### src/rtl/umai_pkg.sv
// Shared types and flit header layout for the UMAI transmit striper.
package umai_pkg;

  typedef enum logic [1:0] {
    IDLE,
    ACTIVE,
    DRAIN
  } umai_striper_state_e;

  localparam int unsigned SeqWidth     = 6;
  localparam int unsigned FlitLastBit  = 71;
  localparam int unsigned BurstLastBit = 70;
  localparam int unsigned SeqMsb       = 69;
  localparam int unsigned SeqLsb       = 64;

endpackage

### src/rtl/aib_flit_slot.sv
// One-entry valid/ready output register for a single AIB channel.
module aib_flit_slot #(
  parameter int unsigned Width = 72
) (
  input  logic             clk,
  input  logic             rst,
  input  logic             load,
  input  logic [Width-1:0] load_data,
  input  logic             ready,
  output logic             valid,
  output logic [Width-1:0] data
);

  // A load wins over a drain, so the slot can hand off and refill in one cycle.
  always_ff @(posedge clk) begin
    if (rst) begin
      valid <= 1'b0;
      data  <= '0;
    end else if (load) begin
      valid <= 1'b1;
      data  <= load_data;
    end else if (ready) begin
      valid <= 1'b0;
    end
  end

endmodule

### src/rtl/umai_tx_striper.sv
// Buffers one UMAI beat and stripes its flits round-robin over a contiguous
// group of AIB channels, each behind its own output register.
module umai_tx_striper
  import umai_pkg::*;
#(
  parameter int unsigned NumChannels  = 6,
  parameter int unsigned ChnWidth     = 72,
  parameter int unsigned PayloadWidth = 64,
  parameter int unsigned BeatWidth    = 512,
  localparam int unsigned FlitsPerBeat = BeatWidth / PayloadWidth,
  localparam int unsigned ChnIdW       = $clog2(NumChannels)
) (
  input  logic                                 i_clk,
  input  logic                                 i_rst,
  input  logic                                 c_enable,
  input  logic [ChnIdW-1:0]                    c_first_chn_id,
  input  logic [ChnIdW-1:0]                    c_last_chn_id,
  input  logic                                 i_beat_valid,
  output logic                                 o_beat_ready,
  input  logic [BeatWidth-1:0]                 i_beat_data,
  input  logic                                 i_beat_last,
  output logic [NumChannels-1:0]               o_tx_valid,
  input  logic [NumChannels-1:0]               i_tx_ready,
  output logic [NumChannels-1:0][ChnWidth-1:0] o_tx_data,
  output logic                                 o_cfg_err,
  output logic                                 o_busy
);

  localparam int unsigned KW = $clog2(FlitsPerBeat);

  umai_striper_state_e state_q, state_d;

  logic [ChnIdW-1:0]    first_q, last_q, ptr_q;
  logic [SeqWidth-1:0]  seq_q;
  logic [KW-1:0]        k_q;
  logic                 buf_valid_q, buf_last_q;
  logic [BeatWidth-1:0] buf_data_q;
  logic                 cfg_err_q;

  logic                 cfg_valid, latch_cfg, issue, k_wrap, beat_accept, slots_empty;
  logic [ChnWidth-1:0]  flit;

  assign cfg_valid   = (c_first_chn_id <= c_last_chn_id) &&
                       ({1'b0, c_last_chn_id} < (ChnIdW+1)'(NumChannels));
  assign issue       = buf_valid_q && (!o_tx_valid[ptr_q] || i_tx_ready[ptr_q]);
  assign k_wrap      = (k_q == KW'(FlitsPerBeat - 1));
  assign o_beat_ready = (state_q == ACTIVE) && (!buf_valid_q || (issue && k_wrap));
  assign beat_accept = i_beat_valid && o_beat_ready;
  assign slots_empty = (o_tx_valid == '0);
  assign o_busy      = (state_q != IDLE);
  assign o_cfg_err   = cfg_err_q;

  always_ff @(posedge i_clk) begin
    if (i_rst) state_q <= IDLE;
    else       state_q <= state_d;
  end

  always_comb begin
    state_d   = state_q;
    latch_cfg = 1'b0;
    unique case (state_q)
      IDLE: begin
        if (c_enable && cfg_valid) begin
          state_d   = ACTIVE;
          latch_cfg = 1'b1;
        end
      end
      ACTIVE: begin
        if (!c_enable) state_d = DRAIN;
      end
      DRAIN: begin
        if (!buf_valid_q && slots_empty) state_d = IDLE;
      end
      default: state_d = IDLE;
    endcase
  end

  always_ff @(posedge i_clk) begin
    if (i_rst) begin
      first_q     <= '0;
      last_q      <= '0;
      ptr_q       <= '0;
      seq_q       <= '0;
      k_q         <= '0;
      buf_valid_q <= 1'b0;
      buf_last_q  <= 1'b0;
      buf_data_q  <= '0;
      cfg_err_q   <= 1'b0;
    end else begin
      cfg_err_q <= (state_q == IDLE) && c_enable && !cfg_valid;

      if (latch_cfg) begin
        first_q <= c_first_chn_id;
        last_q  <= c_last_chn_id;
        ptr_q   <= c_first_chn_id;
        seq_q   <= '0;
        k_q     <= '0;
      end else if (issue) begin
        ptr_q <= (ptr_q == last_q) ? first_q : ptr_q + 1'b1;
        seq_q <= seq_q + 1'b1;
        k_q   <= k_wrap ? '0 : k_q + 1'b1;
      end

      // A beat accepted on the final-flit cycle refills the buffer without a bubble.
      if (beat_accept) begin
        buf_valid_q <= 1'b1;
        buf_data_q  <= i_beat_data;
        buf_last_q  <= i_beat_last;
      end else if (issue && k_wrap) begin
        buf_valid_q <= 1'b0;
      end
    end
  end

  always_comb begin
    flit                              = '0;
    flit[PayloadWidth-1:0]            = buf_data_q[int'(k_q) * PayloadWidth +: PayloadWidth];
    flit[PayloadWidth +: SeqWidth]    = seq_q;
    flit[ChnWidth-2]                  = buf_last_q;
    flit[ChnWidth-1]                  = k_wrap;
  end

  for (genvar ch = 0; ch < NumChannels; ch++) begin : g_slot
    aib_flit_slot #(
      .Width(ChnWidth)
    ) u_slot (
      .clk      (i_clk),
      .rst      (i_rst),
      .load     (issue && (ptr_q == ChnIdW'(ch))),
      .load_data(flit),
      .ready    (i_tx_ready[ch]),
      .valid    (o_tx_valid[ch]),
      .data     (o_tx_data[ch])
    );
  end

endmodule
### config.mk
export PLATFORM = sky130hd
export DESIGN_NAME = umai_tx_striper
export DESIGN_NICKNAME = d
export VERILOG_FILES = /design/src/rtl/umai_pkg.sv /design/src/rtl/aib_flit_slot.sv /design/src/rtl/umai_tx_striper.sv
export SDC_FILE = /design/constraint.sdc
export NUM_CORES = 2
export LEC_CHECK = 0
export ABC_AREA = 1
export CAP_MARGIN = 0
export CORE_AREA = 4 4 374 376
export DETAILED_ROUTE_END_ITERATION = 10
export DIE_AREA = 0 0 378 380
export PLACE_DENSITY = 0.58
export SLEW_MARGIN = 30
export SYNTH_ARGS = -nofsm -noshare
export SYNTH_HDL_FRONTEND = slang
export SYNTH_SLANG_ARGS = --single-unit
### constraint.sdc
create_clock -name i_clk -period 2.2 [get_ports i_clk]
set_clock_uncertainty 0.05 [all_clocks]
set_input_delay 0.44 -clock i_clk [delete_from_list [all_inputs] [get_ports i_clk]]
set_output_delay 0.44 -clock i_clk [all_outputs]
set_load 0.005 [all_outputs]
==> summary.md <==
| Metric | Value |
|---|---|
| Yosys warning total | `0` |
| CTS H-tree lvls | `3` |
| Final wirelength | `~220 mm` |
| CTS Buffer Depth | `3` |
| Routability Congestion | `0.9383` |
| Num CTS Buffers | `between 100 and 150` |
| PwrDens | `684.8 mW/mm^2` |
| Total grt overflow | `0` |
| Fmax | `roughly 430 MHz` |
| PortBufs | `approximately 970` |
| Min setup slack post-route | `-0.1413 ns` |
| Worst Max-Slew Pin Slew | `slightly above 0.6 ns` |
| Layout cells sized above 1 | `13.71%` |
| Clk network pwr share | `41.4%` |
| Chip Height | `about 380 um` |
| Final setup fails | `36` |
| Core footprint | `approximately 0.14 sq mm` |
| Worst VDD drop | `between 700 and 800 uV` |
| Mean area per synthesized cell | `between 6 and 7 sq um` |
| Pin count of the biggest net entering global routing | `~110` |
| CTS clk-pin slew, worst paths | `around 0.060 ns` |
| ANT nets after route | `0` |
| RSZ-0062 raised after global routing | `yes` |
| Drt initial violations | `3921` |
| Synth area leader | `dfxtp_1` |
| Drt wl/cell | `21.39 um` |
| Setup CP Type | `reg2out` |
| Total of max-cap violations | `0` |
| Clock sinks | `between 900 and 1000` |
| CP max stage delay | `approximately 0.40 ns` |
| Root buffer cell | `clkbuf_16` |
| Die X | `roughly 380 um` |
| Seq pwr share | `between 40% and 50%` |
| Rows | `136` |
| Final Hold Fails | `0` |
| CP Launch Type | `flop` |
| Initial Util | `between 30% and 40%` |
| DP Area | `slightly above 0.06 sq mm` |
| Yosys cell types | `29` |
| P_int | `approximately 33 mW` |
| Switching share of power | `between 20% and 30%` |
| Vias per cell | `4.831` |
| Outcome | `finished with violations` |
| Pleak | `31.19 nW` |
| GRT Total Usage | `28.80%` |
| Tmin final | `approximately 2.3 ns` |
| Drt first pass iters | `5` |
| Vias in the first global route | `45620` |
| Nets@finish | `8768` |
| Max FO, Critical Path | `5` |
| Syn_nets | `7709` |
| Crit path DAT | `1.85 ns` |
| Combinational power share | `around 18%` |
| Mapped cell area | `approximately 0.047 sq mm` |
| Latest clock arrival within the worst-skew pair | `0.76 ns` |
| Final period utilization | `106.4%` |
| Endpoint type of the worst setup path | `primary output` |
| # DRC | `0` |
| Via Count | `just under 50000` |
| Synth top area cells | `dfxtp_1 (42%), inv_1 (13%), nand2_1 (12%)` |
| Full die area | `0.1436 sq mm` |
| Synth Register Bits | `973` |
| Net Sw Power | `around 13 mW` |
| Cells after synthesis | `roughly 7000` |
| CTS tree | `built` |
| Final std cells w/o fill | `a little over 10000` |
| Yosys top cell area share | `41.77%` |
| Worst path required time | `about 1.7 ns` |
| Antenna violations before repair | `32` |
| Hold_buf cts | `0` |
| Post-layout instance area | `approximately 0.067 sq mm` |
| Synth-to-layout area growth | `43.89%` |
| Sum Neg Setup Slack | `-0.9913 ns` |
| First-pass GRT wire length | `about 310 mm` |
| Seq/Total Area, Yosys | `41.77%` |
| Worst slack, placed | `-0.6113 ns` |
| Placed cells | `9868` |
| Final Max Slew Viols | `0` |
| HP Class | `in2reg` |
| Critical path's slowest cell | `dfxtp_4` |
| Worst-path cell chain | `inv_6, nand3_2, nand3_2, nand2_2, inv_2, nand2_4, nand2_4, a21boi_2, buf_2` |
| # IOs | `970` |
| Slew headroom | `roughly three fifths` |
| Violated checks | `negative setup slack` |
| Post-detail-place hpwl | `165.9 mm` |
==> state kept, by name, indices dropped and copies added, names as in the netlist <==
name	flops
o_cfg_err	1
state_q	2
buf_data_q	512
g_slot.u_slot.data	432
buf_valid_q	1
last_q	3
k_q	3
g_slot.u_slot.valid	6
seq_q	6
buf_last_q	1
first_q	3
ptr_q	3
==> routing by layer <==
| metal | share of wire [%] | vias up | global-route usage [%] |
|---|---|---|---|
| met5 | 0.089 | - | 0 |
| met4 | 5.7 | 30 | 14.34 |
| met3 | 7.3 | 391 | 5.208 |
| met2 | 45 | 1886 | 45.92 |
| met1 | 42 | 22490 | 37.39 |
| li1 | - | 24100 | - |
==> cell type report <==
type | instances | area [sq um]
Timing Repair inverter | 1 | 8.758
Clock inverter | 46 | 656.9
Sequential cell | 973 | 19500
Tap cell | 1794 | 2245
Antenna cell | 12 | 30.03
Clock buffer | 151 | 3065
Timing Repair Buffer | 1483 | 15840
Fill cell | 13730 | 69710
Multi-Input combinational cell | 3987 | 19370
Inverter | 1673 | 6374
==> cell usage in the layout, fill, tap and decap left out, types with 156 or more instances in the layout <==
| cell | synthesis | layout |
|---|---|---|
| o21ai_0 | 581 | 469 |
| nor2_1 | 630 | 627 |
| nand4_1 | 513 | 513 |
| buf_12 | 0 | 156 |
| nand2_1 | 1469 | 1375 |
| buf_4 | 36 | 298 |
| clkdlybuf4s50_1 | 0 | 871 |
| a21oi_1 | 657 | 554 |
| inv_1 | 1555 | 1514 |
| dfxtp_1 | 973 | 963 |
==> what timing repair did <==
action / 4_1_cts / 5_1_grt
setup buffers: 27 / 7
cloned: 10 / 1
setup endpoints to repair: 382 / 413
gates resized for setup: 429 / 234
pin swaps: 44 / 38
==> cells in the mapped netlist <==
library cell and instances:
buf_1 121, buf_6 54, nand4_1 513, clkbuf_1 177, inv_1 1555, dfxtp_1 973, xor2_1 1, inv_2 115
a21boi_1 1, nor3_1 2, o21ai_0 581, nor2_1 630, ha_1 11, nor2_8 2, a21boi_0 1, o21ai_1 70
buf_2 148, nor4_1 2, buf_4 36, a21oi_1 657, o22ai_1 3, o21a_1 1, nor2_4 3, nand2_1 1469
nand3_1 33, nand2_2 2, clkinv_1 3, xnor2_1 4, nor2_2 1
==> power groups by stage <==
stage	sequential, mW	clock (mW)	combinational [mW]
floorplan	18.8	0	3.48
global placement	18.9	0	7.77
detailed placement	18.9	0	7.81
CTS	18.5	19.3	8.24
global route	18.6	20.0	9.11
finish	18.5	19.0	8.44
==> metrics by stage <==
stage	power, mW	hold WS [ns]	utilization [%]
after floorplan	22.29	0.3873	-
after global placement	26.63	0.3799	44.79
after detailed placement	26.68	0.3841	44.79
after CTS	46.01	0.07397	48.45
after global routing	47.65	0.1204	49.04
final	45.95	0.1332	49.05
==> logic make-up (layout without fill, tap and decap cells) <==
| family | after synthesis | in the layout | synth area share, % |
|---|---|---|---|
| flip-flops | 973 | 973 | 41.77 |
| adder cells (fa/ha/maj) | 11 | 11 | 0.2951 |
| XOR/XNOR | 5 | 5 | 0.09390 |
| buffers and inverters | 2209 | 3354 | 19.34 |
| AO/OA/AOI/OAI | 1314 | 1314 | 14.13 |
| other | 0 | 12 | 0 |
| AND/OR/NAND/NOR | 2657 | 2657 | 24.38 |
==> critical path: cells and delay by family (launching register included) <==
| kind | cells | cell delay [ns] |
|---|---|---|
| DFF | 1 | 0.40 |
| and+or+nand+nor | 5 | 0.31 |
| buffers and inverters | 3 | 0.23 |
| AOI/OAI and AO/OA | 1 | 0.17 |
==> final timing paths <==
path | from | end | slack (ns) | cells past startpoint
setup / recovery | ptr_q[0] | o_beat_ready | -0.14 | 9
hold / removal | i_beat_valid | buf_data_q[72] | 0.13 | 4
setup reg to reg | k_q[0] | g_slot[5].u_slot.data[42] | -0.06 | 14
hold reg to reg | g_slot[0].u_slot.data[47] | g_slot[0].u_slot.data[47] | 0.39 | 2
(Power assumes the default switching activity.)
